### src/rtl/decode_queue_pkg.sv
// Shared RV32I decode types: operation codes, opcodes and the decoded bundle.
// Operation code 0 is reserved for illegal instructions, so cleared storage decodes as illegal.
package decode_queue_pkg;

  localparam int OPT_W = 6;

  localparam logic [6:0] OP_LUI    = 7'b0110111;
  localparam logic [6:0] OP_AUIPC  = 7'b0010111;
  localparam logic [6:0] OP_JAL    = 7'b1101111;
  localparam logic [6:0] OP_JALR   = 7'b1100111;
  localparam logic [6:0] OP_BRANCH = 7'b1100011;
  localparam logic [6:0] OP_LOAD   = 7'b0000011;
  localparam logic [6:0] OP_STORE  = 7'b0100011;
  localparam logic [6:0] OP_IMM    = 7'b0010011;
  localparam logic [6:0] OP_OP     = 7'b0110011;
  localparam logic [6:0] OP_FENCE  = 7'b0001111;
  localparam logic [6:0] OP_SYSTEM = 7'b1110011;

  localparam logic [6:0] F7_ZERO = 7'b0000000;
  localparam logic [6:0] F7_ALT  = 7'b0100000;

  typedef enum logic [OPT_W-1:0] {
    OPT_ILLEGAL = 6'd0,
    OPT_LUI, OPT_AUIPC, OPT_JAL, OPT_JALR,
    OPT_BEQ, OPT_BNE, OPT_BLT, OPT_BGE, OPT_BLTU, OPT_BGEU,
    OPT_LB, OPT_LH, OPT_LW, OPT_LBU, OPT_LHU,
    OPT_SB, OPT_SH, OPT_SW,
    OPT_ADDI, OPT_SLTI, OPT_SLTIU, OPT_XORI, OPT_ORI, OPT_ANDI,
    OPT_SLLI, OPT_SRLI, OPT_SRAI,
    OPT_ADD, OPT_SUB, OPT_SLL, OPT_SLT, OPT_SLTU, OPT_XOR,
    OPT_SRL, OPT_SRA, OPT_OR, OPT_AND
  } opt_e;

  typedef struct packed {
    opt_e        opt;
    logic [4:0]  rd;
    logic [4:0]  rs1;
    logic [4:0]  rs2;
    logic [31:0] imm;
    logic        illegal;
  } dec_t;

endpackage

### src/rtl/decode_queue_if.sv
// Fetch-side and dispatch-side handshakes of the decode queue.
// slave is the queue itself; master is the fetch/dispatch environment.
interface decode_queue_if #(parameter int ADDR_W = 32);
  import decode_queue_pkg::*;

  logic              if_valid_in;
  logic              if_ready_out;
  logic [31:0]       if_inst_in;
  logic [ADDR_W-1:0] if_pc_in;
  logic              if_pred_taken_in;

  logic              ds_valid_out;
  logic              ds_ready_in;
  opt_e              ds_opt_out;
  logic [4:0]        ds_rd_out;
  logic [4:0]        ds_rs1_out;
  logic [4:0]        ds_rs2_out;
  logic [31:0]       ds_imm_out;
  logic [ADDR_W-1:0] ds_pc_out;
  logic              ds_pred_taken_out;
  logic              ds_illegal_out;

  modport slave (
    input  if_valid_in, if_inst_in, if_pc_in, if_pred_taken_in, ds_ready_in,
    output if_ready_out, ds_valid_out, ds_opt_out, ds_rd_out, ds_rs1_out,
           ds_rs2_out, ds_imm_out, ds_pc_out, ds_pred_taken_out, ds_illegal_out
  );

  modport master (
    output if_valid_in, if_inst_in, if_pc_in, if_pred_taken_in, ds_ready_in,
    input  if_ready_out, ds_valid_out, ds_opt_out, ds_rd_out, ds_rs1_out,
           ds_rs2_out, ds_imm_out, ds_pc_out, ds_pred_taken_out, ds_illegal_out
  );
endinterface

### src/rtl/decode_queue_inst_decode.sv
// Combinational RV32I decoder: raw instruction to {opt, rd, rs1, rs2, imm, illegal}.
// Any illegal encoding collapses to an all-zero bundle with illegal set.
module inst_decode
  import decode_queue_pkg::*;
(
  input  logic [31:0] inst_in,
  output dec_t        dec_out
);

  logic [6:0]  opcode, f7;
  logic [2:0]  f3;
  logic [4:0]  f_rd, f_rs1, f_rs2;
  logic [31:0] imm_i, imm_s, imm_b, imm_u, imm_j, imm_sh;
  dec_t        d;
  logic        ill;

  assign opcode = inst_in[6:0];
  assign f_rd   = inst_in[11:7];
  assign f3     = inst_in[14:12];
  assign f_rs1  = inst_in[19:15];
  assign f_rs2  = inst_in[24:20];
  assign f7     = inst_in[31:25];

  assign imm_i  = {{20{inst_in[31]}}, inst_in[31:20]};
  assign imm_s  = {{20{inst_in[31]}}, inst_in[31:25], inst_in[11:7]};
  assign imm_b  = {{19{inst_in[31]}}, inst_in[31], inst_in[7], inst_in[30:25], inst_in[11:8], 1'b0};
  assign imm_u  = {inst_in[31:12], 12'b0};
  assign imm_j  = {{11{inst_in[31]}}, inst_in[31], inst_in[19:12], inst_in[20], inst_in[30:21], 1'b0};
  assign imm_sh = {27'b0, f_rs2};

  always_comb begin
    d     = '0;
    ill   = 1'b0;
    case (opcode)
      OP_LUI:   begin d.opt = OPT_LUI;   d.rd = f_rd; d.imm = imm_u; end
      OP_AUIPC: begin d.opt = OPT_AUIPC; d.rd = f_rd; d.imm = imm_u; end
      OP_JAL:   begin d.opt = OPT_JAL;   d.rd = f_rd; d.imm = imm_j; end
      OP_JALR: begin
        d.opt = OPT_JALR; d.rd = f_rd; d.rs1 = f_rs1; d.imm = imm_i;
        ill = (f3 != 3'b000);
      end
      OP_BRANCH: begin
        d.rs1 = f_rs1; d.rs2 = f_rs2; d.imm = imm_b;
        case (f3)
          3'b000:  d.opt = OPT_BEQ;
          3'b001:  d.opt = OPT_BNE;
          3'b100:  d.opt = OPT_BLT;
          3'b101:  d.opt = OPT_BGE;
          3'b110:  d.opt = OPT_BLTU;
          3'b111:  d.opt = OPT_BGEU;
          default: ill = 1'b1;
        endcase
      end
      OP_LOAD: begin
        d.rd = f_rd; d.rs1 = f_rs1; d.imm = imm_i;
        case (f3)
          3'b000:  d.opt = OPT_LB;
          3'b001:  d.opt = OPT_LH;
          3'b010:  d.opt = OPT_LW;
          3'b100:  d.opt = OPT_LBU;
          3'b101:  d.opt = OPT_LHU;
          default: ill = 1'b1;
        endcase
      end
      OP_STORE: begin
        d.rs1 = f_rs1; d.rs2 = f_rs2; d.imm = imm_s;
        case (f3)
          3'b000:  d.opt = OPT_SB;
          3'b001:  d.opt = OPT_SH;
          3'b010:  d.opt = OPT_SW;
          default: ill = 1'b1;
        endcase
      end
      OP_IMM: begin
        d.rd = f_rd; d.rs1 = f_rs1; d.imm = imm_i;
        case (f3)
          3'b000: d.opt = OPT_ADDI;
          3'b010: d.opt = OPT_SLTI;
          3'b011: d.opt = OPT_SLTIU;
          3'b100: d.opt = OPT_XORI;
          3'b110: d.opt = OPT_ORI;
          3'b111: d.opt = OPT_ANDI;
          3'b001: begin
            d.opt = OPT_SLLI; d.imm = imm_sh;
            ill = (f7 != F7_ZERO);
          end
          default: begin
            d.imm = imm_sh;
            if (f7 == F7_ZERO)     d.opt = OPT_SRLI;
            else if (f7 == F7_ALT) d.opt = OPT_SRAI;
            else                   ill = 1'b1;
          end
        endcase
      end
      OP_OP: begin
        d.rd = f_rd; d.rs1 = f_rs1; d.rs2 = f_rs2;
        if (f7 == F7_ZERO) begin
          case (f3)
            3'b000:  d.opt = OPT_ADD;
            3'b001:  d.opt = OPT_SLL;
            3'b010:  d.opt = OPT_SLT;
            3'b011:  d.opt = OPT_SLTU;
            3'b100:  d.opt = OPT_XOR;
            3'b101:  d.opt = OPT_SRL;
            3'b110:  d.opt = OPT_OR;
            default: d.opt = OPT_AND;
          endcase
        end else if (f7 == F7_ALT && f3 == 3'b000) begin
          d.opt = OPT_SUB;
        end else if (f7 == F7_ALT && f3 == 3'b101) begin
          d.opt = OPT_SRA;
        end else begin
          ill = 1'b1;
        end
      end
      // FENCE has no effect on an in-order core: issue it as a NOP.
      OP_FENCE: d.opt = OPT_ADDI;
      default:  ill = 1'b1;
    endcase
    if (ill) begin
      d         = '0;
      d.illegal = 1'b1;
    end
  end

  assign dec_out = d;

endmodule

### src/rtl/decode_queue.sv
// Decode-at-enqueue instruction queue: DEPTH-entry circular buffer between fetch and dispatch.
// 1-cycle latency, no bypass; full blocks fetch, empty or rdy_in low drops dispatch valid.
module decode_queue
  import decode_queue_pkg::*;
#(
  parameter int DEPTH  = 4,
  parameter int ADDR_W = 32,
  localparam int PTR_W = $clog2(DEPTH),
  localparam int CNT_W = $clog2(DEPTH) + 1
) (
  input  logic             clk_in,
  input  logic             rst_in,
  input  logic             rdy_in,
  input  logic             flush_in,
  decode_queue_if.slave    q_if,
  output logic [CNT_W-1:0] count_out
);

  dec_t              dec_new;
  dec_t              dec_q  [DEPTH];
  dec_t              dec_d  [DEPTH];
  logic [ADDR_W-1:0] pc_q   [DEPTH];
  logic [ADDR_W-1:0] pc_d   [DEPTH];
  logic              pred_q [DEPTH];
  logic              pred_d [DEPTH];
  logic [PTR_W-1:0]  head_q, head_d, tail_q, tail_d;
  logic [CNT_W-1:0]  cnt_q, cnt_d;
  logic              push, pop, flush_en;

  inst_decode u_dec (
    .inst_in (q_if.if_inst_in),
    .dec_out (dec_new)
  );

  assign q_if.if_ready_out = rdy_in && (cnt_q < CNT_W'(DEPTH));
  assign q_if.ds_valid_out = rdy_in && (cnt_q != '0);

  assign push     = q_if.if_valid_in && q_if.if_ready_out && !flush_in;
  assign pop      = q_if.ds_valid_out && q_if.ds_ready_in;
  // rdy_in is a global enable, so a flush during a stall is held off too.
  assign flush_en = rdy_in && flush_in;

  always_comb begin
    head_d = head_q;
    tail_d = tail_q;
    cnt_d  = cnt_q;
    dec_d  = dec_q;
    pc_d   = pc_q;
    pred_d = pred_q;
    if (flush_en) begin
      head_d = '0;
      tail_d = '0;
      cnt_d  = '0;
    end else begin
      if (push) begin
        dec_d[tail_q]  = dec_new;
        pc_d[tail_q]   = q_if.if_pc_in;
        pred_d[tail_q] = q_if.if_pred_taken_in;
        tail_d         = tail_q + PTR_W'(1);
      end
      if (pop) head_d = head_q + PTR_W'(1);
      if (push && !pop)      cnt_d = cnt_q + CNT_W'(1);
      else if (pop && !push) cnt_d = cnt_q - CNT_W'(1);
    end
  end

  always_ff @(posedge clk_in or posedge rst_in) begin
    if (rst_in) begin
      head_q <= '0;
      tail_q <= '0;
      cnt_q  <= '0;
      dec_q  <= '{default: '0};
      pc_q   <= '{default: '0};
      pred_q <= '{default: 1'b0};
    end else begin
      head_q <= head_d;
      tail_q <= tail_d;
      cnt_q  <= cnt_d;
      dec_q  <= dec_d;
      pc_q   <= pc_d;
      pred_q <= pred_d;
    end
  end

  assign q_if.ds_opt_out        = dec_q[head_q].opt;
  assign q_if.ds_rd_out         = dec_q[head_q].rd;
  assign q_if.ds_rs1_out        = dec_q[head_q].rs1;
  assign q_if.ds_rs2_out        = dec_q[head_q].rs2;
  assign q_if.ds_imm_out        = dec_q[head_q].imm;
  assign q_if.ds_illegal_out    = dec_q[head_q].illegal;
  assign q_if.ds_pc_out         = pc_q[head_q];
  assign q_if.ds_pred_taken_out = pred_q[head_q];
  assign count_out              = cnt_q;

endmodule

### src/flat_wrapper.sv
// flat-port wrapper written by rule: the top's interface ports become plain ports
module decode_queue_flat import decode_queue_pkg::*;
#(
  parameter int DEPTH  = 4,
  parameter int ADDR_W = 32,
  localparam int PTR_W = $clog2(DEPTH),
  localparam int CNT_W = $clog2(DEPTH) + 1
)
  (clk_in, rst_in, rdy_in, flush_in, count_out, q_if_if_valid_in, q_if_if_inst_in, q_if_if_pc_in, q_if_if_pred_taken_in, q_if_ds_ready_in, q_if_if_ready_out, q_if_ds_valid_out, q_if_ds_opt_out, q_if_ds_rd_out, q_if_ds_rs1_out, q_if_ds_rs2_out, q_if_ds_imm_out, q_if_ds_pc_out, q_if_ds_pred_taken_out, q_if_ds_illegal_out);
  decode_queue_if #(.ADDR_W(ADDR_W)) q_if_i ();
  input  logic clk_in;
  input  logic rst_in;
  input  logic rdy_in;
  input  logic flush_in;
  output logic [CNT_W-1:0] count_out;
  input wire logic [$bits(q_if_i.if_valid_in)-1:0] q_if_if_valid_in;
  input wire logic [$bits(q_if_i.if_inst_in)-1:0] q_if_if_inst_in;
  input wire logic [$bits(q_if_i.if_pc_in)-1:0] q_if_if_pc_in;
  input wire logic [$bits(q_if_i.if_pred_taken_in)-1:0] q_if_if_pred_taken_in;
  input wire logic [$bits(q_if_i.ds_ready_in)-1:0] q_if_ds_ready_in;
  output wire logic [$bits(q_if_i.if_ready_out)-1:0] q_if_if_ready_out;
  output wire logic [$bits(q_if_i.ds_valid_out)-1:0] q_if_ds_valid_out;
  output wire logic [$bits(q_if_i.ds_opt_out)-1:0] q_if_ds_opt_out;
  output wire logic [$bits(q_if_i.ds_rd_out)-1:0] q_if_ds_rd_out;
  output wire logic [$bits(q_if_i.ds_rs1_out)-1:0] q_if_ds_rs1_out;
  output wire logic [$bits(q_if_i.ds_rs2_out)-1:0] q_if_ds_rs2_out;
  output wire logic [$bits(q_if_i.ds_imm_out)-1:0] q_if_ds_imm_out;
  output wire logic [$bits(q_if_i.ds_pc_out)-1:0] q_if_ds_pc_out;
  output wire logic [$bits(q_if_i.ds_pred_taken_out)-1:0] q_if_ds_pred_taken_out;
  output wire logic [$bits(q_if_i.ds_illegal_out)-1:0] q_if_ds_illegal_out;
  assign q_if_i.if_valid_in = q_if_if_valid_in;
  assign q_if_i.if_inst_in = q_if_if_inst_in;
  assign q_if_i.if_pc_in = q_if_if_pc_in;
  assign q_if_i.if_pred_taken_in = q_if_if_pred_taken_in;
  assign q_if_i.ds_ready_in = q_if_ds_ready_in;
  assign q_if_if_ready_out = q_if_i.if_ready_out;
  assign q_if_ds_valid_out = q_if_i.ds_valid_out;
  assign q_if_ds_opt_out = q_if_i.ds_opt_out;
  assign q_if_ds_rd_out = q_if_i.ds_rd_out;
  assign q_if_ds_rs1_out = q_if_i.ds_rs1_out;
  assign q_if_ds_rs2_out = q_if_i.ds_rs2_out;
  assign q_if_ds_imm_out = q_if_i.ds_imm_out;
  assign q_if_ds_pc_out = q_if_i.ds_pc_out;
  assign q_if_ds_pred_taken_out = q_if_i.ds_pred_taken_out;
  assign q_if_ds_illegal_out = q_if_i.ds_illegal_out;
  decode_queue #(.DEPTH(DEPTH), .ADDR_W(ADDR_W)) u_core (.clk_in(clk_in), .rst_in(rst_in), .rdy_in(rdy_in), .flush_in(flush_in), .q_if(q_if_i), .count_out(count_out));
endmodule
### config.mk
export PLATFORM = sky130hd
export DESIGN_NAME = decode_queue_flat
export DESIGN_NICKNAME = d
export VERILOG_FILES = /design/src/rtl/decode_queue_pkg.sv /design/src/rtl/decode_queue_if.sv /design/src/rtl/decode_queue_inst_decode.sv /design/src/rtl/decode_queue.sv /design/src/flat_wrapper.sv
export SDC_FILE = /design/constraint.sdc
export NUM_CORES = 1
export LEC_CHECK = 0
export CAP_MARGIN = 20
export CORE_MARGIN = 2
export CORE_UTILIZATION = 52
export DETAILED_ROUTE_END_ITERATION = 10
export PLACE_DENSITY = 0.77
export SYNTH_ARGS = -nofsm -noshare
export SYNTH_HDL_FRONTEND = slang
export SYNTH_SLANG_ARGS = --single-unit
### constraint.sdc
create_clock -name clk_in -period 11.5 [get_ports clk_in]
set_input_delay 1.15 -clock clk_in [delete_from_list [all_inputs] [get_ports clk_in]]
set_output_delay 1.15 -clock clk_in [all_outputs]
set_load 0.01 [all_outputs]
# ---- Word-level counts from Yosys, hierarchy flattened
# Cells that the tools add are included.
dict set report word_totals {
  ff_bits 355
  wordCells 149
}
dict set report classes {
  n_addsub 4
  order_cmp 4
  eq_ne 18
  n_mux 52
  n_bitwise 3
  n_reduce_logical 33
}
# cell count
set op_table {}
lappend op_table {{$bwmux W216} 1}
lappend op_table {{$mux W54} 4}
lappend op_table {{$pmux W32 S6} 1}
lappend op_table {{$bwmux W128} 1}
lappend op_table {{$mux W32} 4}
lappend op_table {{$bmux W54 S2} 1}
lappend op_table {{$demux W54 S2} 1}
lappend op_table {{$bmux W32 S2} 1}
lappend op_table {{$demux W32 S2} 1}
lappend op_table {{$pmux W6 S10} 1}
lappend op_table {{$pmux W6 S7} 1}
lappend op_table {{$pmux W5 S7} 1}
lappend op_table {{$eq A7 B6 Y1 const B} 4}
lappend op_table {{$mux W5} 5}
lappend op_table {{$pmux W4 S6} 1}
lappend op_table {{$eq A7 B7 Y1 const B} 3}
lappend op_table {{$pmux W4 S5} 1}
lappend op_table {{$mux W6} 3}
lappend op_table {{$reduce_or A6 Y1} 3}
lappend op_table {{$pmux W5 S3} 1}
lappend op_table {{$eq A7 B5 Y1 const B} 2}
lappend op_table {{$eq A3 B3 Y1 const B} 4}
lappend op_table {{$logic_and A1 B1 Y1} 11}
lappend op_table {{$mux W1} 11}
lappend op_table {{other kinds (31)} 47}

# ---- Depth between registers and ports, before layout
# Gate-level depths: netlist of the first run.
dict set report logic_depth {
  word_depth 9
  depth_mapped 11
  mapped_depth_nobuf 8
}

# ---- Hierarchy
# From an unflattened synthesis of the first run, not the netlist that was laid out.
dict set report hier_totals {
  cells_unflattened 1155
  area_unflattened_um2 17650.7
}
# mod instances cells_each area_per_inst_um2 seq_area_each_um2
set modules_own_cells {}
lappend modules_own_cells {decode_queue 1 904 15976.6 8883.5}
lappend modules_own_cells {inst_decode 1 251 1674.1 0.0}

# ---- Least setup slack after synthesis of the first run
# OpenSTA, ideal clock, no wires.
dict set report synth_timing {
  path_type {input to register}
  from {input q_if_if_inst_in[25]}
  to {register u_core.dec_q[110] (netlist name)}
  t_arrival_ns 3.041
  required_time_ns 11.407
  slack_ns 8.367
  cell_stages 9
  path_buffers 3
  cell_sequence {or4_4 > o41ai_2 > a22oi_1 > a21oi_2 > nand2_1 > buf_6 > buf_6 > buf_6 > o31ai_2}
}
dict set report synth_via {
  elab_chain_cells 8
  word_cells_on_any_way 14
  cone_classes {eq/ne: 1; mux: 9; reduce/logical: 4}
}
# item line_no
set synth_lines {}
lappend synth_lines {{start: declaration} flat_wrapper.sv:17} ;# input wire logic [$bits(q_if_i.if_inst_in)-1:0] q_if_if_inst_in;
lappend synth_lines {{$eq A7 B6 Y1} {decode_queue_inst_decode.sv:90, decode_queue_inst_decode.sv:108, decode_queue_inst_decode.sv:110}}
lappend synth_lines {{$logic_and A1 B1 Y1} decode_queue_inst_decode.sv:110} ;# end else if (f7 == F7_ALT && f3 == 3'b101) begin
lappend synth_lines {{$mux W1} decode_queue_inst_decode.sv:110}
lappend synth_lines {{$mux W1} decode_queue_inst_decode.sv:108} ;# end else if (f7 == F7_ALT && f3 == 3'b000) begin
lappend synth_lines {{$mux W1} decode_queue_inst_decode.sv:97} ;# if (f7 == F7_ZERO) begin
lappend synth_lines {{$pmux W1 S7 (*)} decode_queue_inst_decode.sv:34} ;# case (opcode)
lappend synth_lines {{$mux W54 (*)} decode_queue_inst_decode.sv:120} ;# if (ill) begin
lappend synth_lines {{$bwmux W216 (*)} decode_queue.sv:56} ;# dec_d[tail_q] = dec_new;
lappend synth_lines {{end signal: assignment} decode_queue.sv:72} ;# dec_q <= '{default: '0};
lappend synth_lines {{end signal: assignment} decode_queue.sv:79} ;# dec_q <= dec_d;
lappend synth_lines {{end: declaration} decode_queue.sv:20} ;# dec_t dec_q [DEPTH];
# Mark *: on every way between the ends. The rest lies on a longest branch, timed or not.
# A chain may end at the register's enable or synchronous reset.

# ---- Final worst setup path of the first run
dict set report layout_timing {
  from {register u_core.head_q[0]}
  to {output q_if_ds_imm_out[28]}
}
dict set report layout_via {
  elab_chain_cells 4
}
# item line_no
set layout_lines {}
lappend layout_lines {{start: declaration} decode_queue.sv:26} ;# logic [PTR_W-1:0] head_q, head_d, tail_q, tail_d;
lappend layout_lines {{start signal: assignment} decode_queue.sv:69} ;# head_q <= '0;
lappend layout_lines {{start signal: assignment} decode_queue.sv:76} ;# head_q <= head_d;
lappend layout_lines {{$not A2 Y3 (not written as such)} decode_queue.sv:89} ;# assign q_if.ds_imm_out = dec_q[head_q].imm;
lappend layout_lines {{$bmux W54 S2} decode_queue.sv:89}
lappend layout_lines {{$mux W54 (2 in a row)} n/a}
lappend layout_lines {{end: declaration} flat_wrapper.sv:27} ;# output wire logic [$bits(q_if_i.ds_imm_out)-1:0] q_if_ds_imm_out;
# Every way passes these cells. The select of a mux whose other input is x is not followed.

==> results.md, run 1 <==
* Status: finished clean
* Mapped Avg Cell Area at 10.1 µm²
* IO Pins at 163
* 1st-pass router iterations at 5
* Die Wd at about 180 µm
* Synth warn at 0
* Crit Path Class: reg -> out
* First-pass GRT wire length at 72,800 µm
* Gpl congestion at 0.949
* Hold_sp: u_core.pc_q[49]
* Synth cell types at 53
* Clk_lat worst skew at 540 ps
* Maximum buffer depth of the clock tree at 3
* FF-to-FF Start: u_core.count_out[2]
* Top cells by count, synth: 632 x nand2_1, 355 x dfrtp_1, 113 x clkbuf_1, 113 x o31ai_1, 87 x mux4_2
* Clock Sinks at around 360
* Die footprint at around 34,000 µm²
* Setup TNS at 0 ps
* DRC at 0
* DR vias/cell at 6.11
* Minimum clock period at 4730 ps
* Synth top area share at a little over half
* Hold Fails Final Rpt at 0
* Ranking of synthesized cells by area: dfrtp_1 53%, nand2_1 14%, mux4_2 12%, o31ai_1 5.1%, clkbuf_1 2.5%
* Overflow after GRT at 0
* Top_reg_cell synth: dfrtp_1
* N_diodes at 0
* Worst hold slack at 469 ps
* WP data arrival at 3580 ps
* Fmax achieved at 212 MHz
* Post-synth EDFFs at 0
* Mapped Area at 16,700 µm²
* Async S/R FF share, synth at 100%
* Crit path required time at 10,350 ps
* CTS tree: done
* Reg2Reg Setup Slack at between 8000 and 9000 ps
* Post-synthesis instance total at 1,651
* Layout fillers at roughly 2,400
* Crit path max fanout at 55
* Final-report setup violation count at 0
* Pin count of the biggest net entering global routing at 134
* Dpl ws at about 6800 ps
* Final worst-path cycle share at around two fifths
* Nets at 1,811
* Initial antenna violation count at 0
* ANT nets after route at 0
* # port buffers at 162
* Yosys top cell by area: dfrtp_1
* CP Capture Type: primary output
* Post-route setup slack at 6770 ps
* Tot GR Track Use at 27.5%
* CTS Root Cell: clkbuf_16
* Syn Nets at around 1,700
* Post-CTS Resized at 0
* Post-CTS Setup Repair Bufs at 0
* Most frequent cell after synthesis: nand2_1
* Startpoint types: flip-flop
* Initial Utilization at 52.9%
* CTS Hold Buffers Added at 0
* Worst Hold Depth at 2
* Final Total Pwr at 3770 µW
* Fin. max-slew vios at 0
* Area grow syn2layout at 18.3%
* Num CTS Buffers at 38
* Via count at 13,213
* Worst r2r dst: u_core.dec_q[198]
* Leak at 0.00878 µW
* Layout cells sized above 1 at 11.5%
* Sequential share of the synthesized area at 53.1%
* Vias in the first global route at 13,354
* Core area at 31,600 µm²
* Clk_skew at approximately 27 ps
* Slew headroom at approximately 31%
* Peak VDD IR at 147 µV
* Power Density at 190 nW/µm²
* Routed len/inst at 21.0 µm
* Reg2Reg Depth at 7
* Worst slew pin tran at roughly 1000 ps
* H-tree lvl count at 2
* Register clock-pin slew on the reported worst setup and hold paths at 60 ps
* HP Class: reg -> reg
* Yosys reg bits at 355
* RSZ-0062 raised after global routing: no
* Hold Path Sink: u_core.pc_q[49]
* Iter 0 DRT Violations at 1,495
* Final HPWL DP at 27,400 µm
* Post-Route WL at between 40,000 and 50,000 µm
* Row count at 65
* Die Y at 183 µm
* Max Cap Viol at 0
* Final design utilization at 62.6%
-- power breakdown --
| group | switching [µW] | total, µW | leakage (µW) | internal [µW] |
|---|---|---|---|---|
| combinational | 441 | 937 | 0.00332 | 496 |
| clock | 497 | 1230 | 0.000623 | 735 |
| sequential | 162 | 1600 | 0.00484 | 1440 |
| total | 1100 | 3770 | 0.00878 | 2670 |
-- area by class of cell --
type / instances / area, µm² / area share [%]
multi-input combinational: 1148 / 7300 / 36.9
inverter: 10 / 45.0 / 0.227
sequential: 355 / 8890 / 44.9
clock buffer: 59 / 1150 / 5.81
tap: 402 / 503 / 2.54
timing repair buffer: 181 / 1800 / 9.11
clock inverter: 8 / 109 / 0.550
-- state kept, by name, indices dropped and copies added (netlist names) --
name and cells:
u_core.dec_q 216, u_core.pc_q 128, u_core.pred_q 4, u_core.count_out 3, u_core.head_q 2, u_core.tail_q 2
-- metal layers --
metal	vias to the layer above	GRT usage [%]	wire [µm]
li1	5904	-	-
met1	6638	38.9	19100
met2	585	43.4	21700
met3	86	5.09	3440
met4	0	8.93	1220
met5	-	0	0
-- worst max-delay path by stage --
stage                             from                   to  slack (ps)
finish                u_core.head_q[0]  q_if_ds_imm_out[28]        6770
global route          u_core.head_q[0]  q_if_ds_imm_out[26]        6600
CTS                   u_core.head_q[0]  q_if_ds_imm_out[25]        6740
detailed placement  q_if_if_inst_in[2]     u_core.dec_q[70]        6760
global placement    q_if_if_inst_in[2]    u_core.dec_q[181]        6850
floorplan                       rst_in  u_core.count_out[0]         500
-- per-stage QoR --
step                      cell area [µm²]  cells
after floorplan                     16700   1651
after global placement              18500   2094
after detailed placement            18500   2094
after CTS                           19700   2161
after global routing                19800   2163
final                               19800   2163
-- cells by family (layout without fill, tap and decap cells) --
| family | Yosys count | count (layout) | share of synthesized area, % |
|---|---|---|---|
| and+or+nand+nor | 746 | 746 | 17.8 |
| DFF | 355 | 355 | 53.1 |
| AOI/OAI and AO/OA | 302 | 302 | 13.0 |
| adders and majority gates | 6 | 6 | 0.493 |
| buffers and inverters | 148 | 258 | 3.61 |
| muxes | 87 | 87 | 11.7 |
| xor gates and xnor gates | 7 | 7 | 0.366 |
-- placed cells by master, fill, tap and decap left out, drive strengths merged, types with 3 or more instances in the layout --
master         netlist  layout
a21oi               41      41
a22oi                7       7
a31oi                4       4
a32o                20      20
a32oi                3       3
and2                 7       7
and3                 3       3
buf                 25      19
clkbuf             113      59
clkdlybuf4s50        0     162
clkinv               0       4
dfrtp              355     355
ha                   5       5
inv                 10      12
mux4                87      87
nand2              632     632
nand2b               6       6
nand3               31      31
nand3b               3       3
nor2                34      34
nor2b               10      10
nor3                 4       4
o21ai               70      70
o22ai                3       3
o31ai              133     133
o41ai                6       6
or2                  5       5
xnor2                3       3
xor2                 4       4
-- worst max-delay path, stage by stage (launching register included) --
cell and delay, ps:
dfrtp_4 890, buf_4 910, mux4_2 670, clkdlybuf4s50_1 510
(Power assumes the default switching activity.)
==> run 2: changes to the inputs <==
==> constraint.sdc (replaced) <==
create_clock -name clk_in -period 3.9 [get_ports clk_in]
set_input_delay 0.39 -clock clk_in [delete_from_list [all_inputs] [get_ports clk_in]]
set_output_delay 0.39 -clock clk_in [all_outputs]
set_load 0.01 [all_outputs]
==> run 2 against run 1 <==
Compared with the run above: clock power rose to 2.9 times the previous value; critical endpoint is now q_if_ds_pc_out[5]; largest cell class unchanged; flip-flop and latch count unchanged; die area unchanged; worst hold slack worse by 45 ps; final area up 1.3%; sequential power rose to 2.9 times the previous value; via count up 1.5%; non-clock buffer count up 24.
==> results.md, run 2 (synthesis gave the netlist of run 1 again) <==
* Status: finished clean (unchanged)
* Die footprint at 33,600 µm² (unchanged)
* Worst path cell trace: buf_4, mux4_2, clkdlybuf4s50_1 (unchanged)
* Flop pwr share at 42.2% (was 42.4%)
* Via count at 13,410 (was 13,213)
* Peak VDD IR at 376 µV (was 147 µV)
* CP Capture Type: primary output (unchanged)
* RSZ-0062 raised after global routing: no (unchanged)
* Largest register FFs at 216 (unchanged)
* Reg2Reg Setup Slack at 1450 ps (was 8280 ps)
* Most flops, register: u_core.dec_q (unchanged)
* Commonest non-fill, non-tap cell in the layout: nand2_1 (unchanged)
* Crit Path Class: reg -> out (unchanged)
* Clock Sinks at 355 (unchanged)
* Hold Fails Final Rpt at 0 (unchanged)
* IO Pins at 163 (unchanged)
* Layout cells sized above 1 at 12.8% (was 11.5%)
* Most frequent cells in the layout: 627 x nand2_1, 353 x dfrtp_1, 162 x clkdlybuf4s50_1 (unchanged)
* Leak at 0.00891 µW (was 0.00878 µW)
* Nets at 1,835 (was 1,811)
* Clk_skew at 18.1 ps (was 26.9 ps)
* Final instance area at 20,100 µm² (was 19,800 µm²)
* Final HPWL DP at 28,900 µm (was 27,400 µm)
* Fin. max-slew vios at 0 (unchanged)
* Post-Route WL at 45,800 µm (was 45,400 µm)
* Die Y at 183 µm (unchanged)
* ANT nets after route at 0 (unchanged)
* Tot GR Track Use at 27.6% (was 27.5%)
* Fmax achieved at slightly above 300 MHz
* Maximum buffer depth of the clock tree at 3 (unchanged)
* Final-report setup violation count at 0 (unchanged)
* First-pass GRT wire length at 73,100 µm (was 72,800 µm)
* Internal power at 7860 µW (was 2670 µW)
* Final worst-path cycle share at 83.5%
* Register clock-pin slew on the reported worst setup and hold paths at 60 ps (about the same)
* Routed len/inst at 20.9 µm (was 21.0 µm)
* Die Wd at 183 µm (unchanged)
* Final design utilization at 63.4% (was 62.6%)
* Initial antenna violation count at 1 (was 0)
* Slew headroom at 39.4% (was 30.9%)
* CTS tree: done (unchanged)
* Net load switching power at 3290 µW (was 1100 µW)
* Max Cap Viol at 0 (unchanged)
* Overflow after GRT at 0 (unchanged)
* Post-placement cell area at 18,800 µm² (was 18,500 µm²)
* Core area at 31,600 µm² (unchanged)
* Initial Utilization at 52.9% (unchanged)
* DR vias/cell at 6.13 (was 6.11)
* Worst slew pin tran at 906 ps (was 1040 ps)
* CP Launch Point: u_core.head_q[0] (unchanged)
* Area grow syn2layout at 19.8% (was 18.3%)
* FF-to-FF Start: u_core.count_out[2] (unchanged)
* DRC at 0 (unchanged)
* H-tree lvl count at 2 (unchanged)
* Power Density at 556 nW/µm² (was 190 nW/µm²)
* Post-CTS Setup Repair Bufs at 0 (unchanged)
* Power share of the clock group at 32.2% (was 32.7%)
* Minimum clock period at 3250 ps
* Num CTS Buffers at 38 (unchanged)
* CTS Root Cell: clkbuf_16 (unchanged)
* Switch share at 29.5% (was 29.2%)
* Crit path max fanout at 37 (was 55)
* Iter 0 DRT Violations at 1,343 (was 1,495)
* Row count at 65 (unchanged)
* Startpoint types: flip-flop (unchanged)
* Pin count of the biggest net entering global routing at 107 (was 134)
* CTS Hold Buffers Added at 0 (unchanged)
* CP max stage cell: dfrtp_4 (was buf_4)
* 1st-pass router iterations at 6 (was 5)
* Combinational Power Share at 25.7% (was 24.9%)
* Crit path required time at 3510 ps (was 10,350 ps)
* Cell family with most CP delay: buffers and inverters (unchanged)
* # port buffers at 162 (unchanged)
* WP data arrival at 2860 ps (was 3580 ps)
* Slowest stage delay, CP at 880 ps (was 910 ps)
* Gpl congestion at 0.913 (was 0.949)
* Vias in the first global route at 13,546 (was 13,354)
* HP Class: in -> async (was reg -> reg)
* Buffer and inverter count on the worst path at 2 (unchanged)
* Reg2Reg Depth at 6 (was 7)
* Biggest regs: u_core.dec_q: 216 flops, u_core.pc_q: 128 flops, u_core.pred_q: 4 flops (unchanged)
* Post-CTS Resized at 0 (unchanged)
* Critical path depth in cells at 3 (unchanged)
* Worst r2r dst: u_core.pc_q[113] (was u_core.dec_q[198])
* Clk_lat worst skew at 520 ps (was 540 ps)
[run 2: changes by cell type in the layout (fill, tap and decap cells not counted)]
cell        delta
buf_4         +15
buf_12        +11
clkbuf_8       -4
clkinv_2       +3
clkinvlp_4     +3
buf_16         -2
clkbuf_1       -2
clkinv_8       +2
diode_2        +1
inv_16         -1
inv_8          -1
[run 2: stage by stage]
step	total power (µW)	std cells	setup WS [ps]	hold slack (ps)	TNS [ps]
after global placement	7550	2120	584	450	0
after CTS	11200	2187	596	438	0
after global routing	11700	2187	534	470	0
after detailed placement	7630	2120	516	458	0
final	11100	2188	645	424	0
after floorplan	6350	1651	-1250	438	-442450
[run 2: layer usage]
layer / GRT usage [%] / wire (µm)
met4: 9.34 / 1320
met1: 38.7 / 18900
met2: 43.8 / 21900
met3: 5.29 / 3580
met5: 0 / 0
[run 2: power groups by stage]
stage	clock (µW)	combinational [µW]	sequential, µW
2_1_floorplan	0	1850	4500
3_3_place_gp	0	2830	4720
3_5_place_dp	0	2880	4750
4_1_cts	3630	2890	4700
5_1_grt	3770	3110	4770
6_report	3580	2860	4700
[run 2: final cells by class]
cell class / instances / area (µm²)
Timing Repair Buffer: 205 / 2080
Fill cell: 2413 / 11600
Inverter: 10 / 41.3
Multi-Input combinational cell: 1148 / 7300
Tap cell: 402 / 503
Clock inverter: 14 / 151
Sequential cell: 355 / 8890
Antenna cell: 1 / 2.50
Clock buffer: 53 / 1090
[run 2: how the worst max path moves through the flow]
stage | to | slack, ps
CTS | q_if_ds_pc_out[5] | 600
floorplan | u_core.count_out[0] | -1250
global route | q_if_ds_pc_out[4] | 530
global placement | u_core.dec_q[183] | 580
detailed placement | u_core.dec_q[29] | 520
finish | q_if_ds_pc_out[5] | 650
==> run 3: changes to the inputs <==
==> constraint.sdc (replaced) <==
create_clock -name clk_in -period 2.83 [get_ports clk_in]
set_input_delay 0.283 -clock clk_in [delete_from_list [all_inputs] [get_ports clk_in]]
set_output_delay 0.283 -clock clk_in [all_outputs]
set_load 0.01 [all_outputs]
==> run 3 against run 2 <==
Compared with the run above: routed wire length rose by 1.7%; register-to-register slack got worse by 740 ps; setup slack got worse by 540 ps; clock power rose by 42%; clock skew rose by 1.0 ps; cell count rose by 2.1%; via count rose by 2.0%; count of clock-buffer cells in the layout rose by 2; non-clock buffer count rose by 44; worst hold slack got worse by 130 ps; global-route usage rose by 0.48 points.
==> results.md, run 3 (synthesis gave the netlist of run 1 again) <==
* CP max stage cell: dfrtp_4 (unchanged)
* Die Y at 183 µm (unchanged)
* Commonest non-fill, non-tap cell in the layout: nand2_1 (unchanged)
* Maximum buffer depth of the clock tree at 3 (unchanged)
* Final design utilization at 65.2% (was 63.4%)
* Post-Route WL at 46,500 µm (was 45,800 µm)
* Slew headroom at 45.5% (was 39.4%)
* CTS Hold Buffers Added at 0 (unchanged)
* Final HPWL DP at 29,700 µm (was 28,900 µm)
* # port buffers at 162 (unchanged)
* Initial Utilization at 52.9% (unchanged)
* Post-CTS Resized at 0 (unchanged)
* 1st-pass router iterations at 5 (was 6)
* WP data arrival at 2440 ps (was 2860 ps)
* Layout fillers at 2,363 (was 2,413)
* Core area at 31,600 µm² (unchanged)
* Crit path required time at 2550 ps (was 3510 ps)
* Hold Fails Final Rpt at 0 (unchanged)
* Routed len/inst at 20.8 µm (was 20.9 µm)
* IO Pins at 163 (unchanged)
* Minimum clock period at between 2000 and 3000 ps
* Iter 0 DRT Violations at 1,368 (was 1,343)
* Die Wd at 183 µm (unchanged)
* Layout cells sized above 1 at 15.0% (was 12.8%)
* Slowest stage delay, CP at 620 ps (was 880 ps)
* Pin count of the biggest net entering global routing at 148 (was 107)
* Vias in the first global route at 13,759 (was 13,546)
* Status: finished clean (unchanged)
* First-pass GRT wire length at 74,700 µm (was 73,100 µm)
* H-tree lvl count at 2 (unchanged)
* Most frequent cells in the layout: 627 x nand2_1, 353 x dfrtp_1, 162 x clkdlybuf4s50_1 (unchanged)
* Power Density at 764 nW/µm² (was 556 nW/µm²)
* Post-CTS Setup Repair Bufs at 1 (was 0)
* Most flops, register: u_core.dec_q (unchanged)
* Gpl congestion at 0.907 (was 0.913)
* Cell family with most CP delay: buffers and inverters (unchanged)
* Tot GR Track Use at 28.1% (was 27.6%)
* Num CTS Buffers at 38 (unchanged)
* Post-route setup slack at 108 ps (was 645 ps)
* Largest register FFs at 216 (unchanged)
* Clk_lat worst skew at 540 ps (was 520 ps)
* Clock Sinks at 355 (unchanged)
* Area grow syn2layout at 23.2% (was 19.8%)
* CTS Root Cell: clkbuf_16 (unchanged)
* HP Class: in -> async (unchanged)
* Biggest regs: u_core.dec_q: 216 flops, u_core.pc_q: 128 flops, u_core.pred_q: 4 flops (unchanged)
* Fin. max-slew vios at 0 (unchanged)
* Die footprint at 33,600 µm² (unchanged)
* Clk_skew at 19.1 ps (was 18.1 ps)
* DRC at 0 (unchanged)
* Crit path max fanout at 13 (was 37)
* Crit Path Class: reg -> out (unchanged)
* ANT nets after route at 0 (unchanged)
* Overflow after GRT at 0 (unchanged)
* Via count at 13,683 (was 13,410)
* Dpl ws at -61.5 ps (was 516 ps)
* Max Cap Viol at 0 (unchanged)
* Leak at 0.00922 µW (was 0.00891 µW)
* CP Capture Type: primary output (unchanged)
* Seq. cell area at 8890 µm² (unchanged)
* Worst path cell trace: buf_8, mux4_2, clkdlybuf4s50_1 (was buf_4, mux4_2, clkdlybuf4s50_1)
* Multi-input logic area at 7300 µm² (unchanged)
* Buffer and inverter count on the worst path at 2 (unchanged)
* Final worst-path cycle share at 96.2%
* Initial antenna violation count at 4 (was 1)
* Worst slew pin tran at 818 ps (was 906 ps)
* Setup TNS at 0 ps (unchanged)
* Peak VDD IR at 469 µV (was 376 µV)
* Nets at 1,879 (was 1,835)
* CTS tree: done (unchanged)
* Fmax achieved at about 370 MHz
* Final-report setup violation count at 0 (unchanged)
* Startpoint types: flip-flop (unchanged)
* DR vias/cell at 6.13 (about the same)
* RSZ-0062 raised after global routing: no (unchanged)
* Row count at 65 (unchanged)
* Register clock-pin slew on the reported worst setup and hold paths at 60 ps (about the same)
[run 3: cell types whose count changed in the layout (fill, tap and decap cells not counted), sizes merged]
cell	delta
clkinv	-4
clkinvlp	-2
diode	+3
buf	+44
inv	+1
clkbuf	+2
bufinv	+1
[run 3: layout make-up]
class	count	area share, %
Sequential cell	355	43.1
Multi-Input combinational cell	1148	35.4
Timing Repair Buffer	249	12.6
Clock buffer	55	5.56
Tap cell	402	2.44
Clock inverter	10	0.698
Inverter	10	0.200
Antenna cell	4	0.0485
[run 3: worst paths after layout]
| check | start | endpoint | slack [ps] | cells past startpoint |
|---|---|---|---|---|
| worst max-delay path | u_core.head_q[1] | q_if_ds_imm_out[9] | 110 | 3 |
| worst min register to register | u_core.dec_q[29] | u_core.dec_q[29] | 470 | 2 |
| min in group clk_in | q_if_if_pc_in[6] | u_core.pc_q[102] | 370 | 3 |
| max in group asynchronous | rst_in | u_core.dec_q[121] | 1810 | 3 |
| worst max register to register | u_core.count_out[2] | u_core.pc_q[92] | 710 | 7 |
| worst min-delay path | rst_in | u_core.pc_q[88] | 290 | 3 |
[run 3: power breakdown]
| part | total [µW] | internal [µW] | switching [µW] | leakage, µW |
|---|---|---|---|---|
| Sequential | 6310 | 5840 | 474 | 0.00484 |
| Clock | 5090 | 3090 | 2000 | 0.000642 |
| Combinational | 4360 | 2270 | 2090 | 0.00374 |
| Total | 15800 | 11200 | 4560 | 0.00922 |
[run 3: per-layer routing]
metal / routed length, µm / GRT usage [%] / up-vias
met5: 0 / 0 / -
li1: - / - / 6043
met4: 1180 / 9.31 / 0
met1: 19300 / 39.6 / 6947
met3: 3500 / 4.75 / 92
met2: 22600 / 44.7 / 601
[run 3: metrics by stage]
stage                     power (µW)  std cells  hold slack (ps)  area [µm²]
after detailed placement       10700       2156              458       19300
after global placement         10500       2156              452       19300
after CTS                      15800       2222              291       20600
after floorplan                 8750       1651              370       16700
final                          15800       2233              292       20600
after global routing           16500       2231              338       20600
[run 3: worst min-delay path: cells and delay by family]
family	cells	cell delay, ps
buffers and inverters	3	900
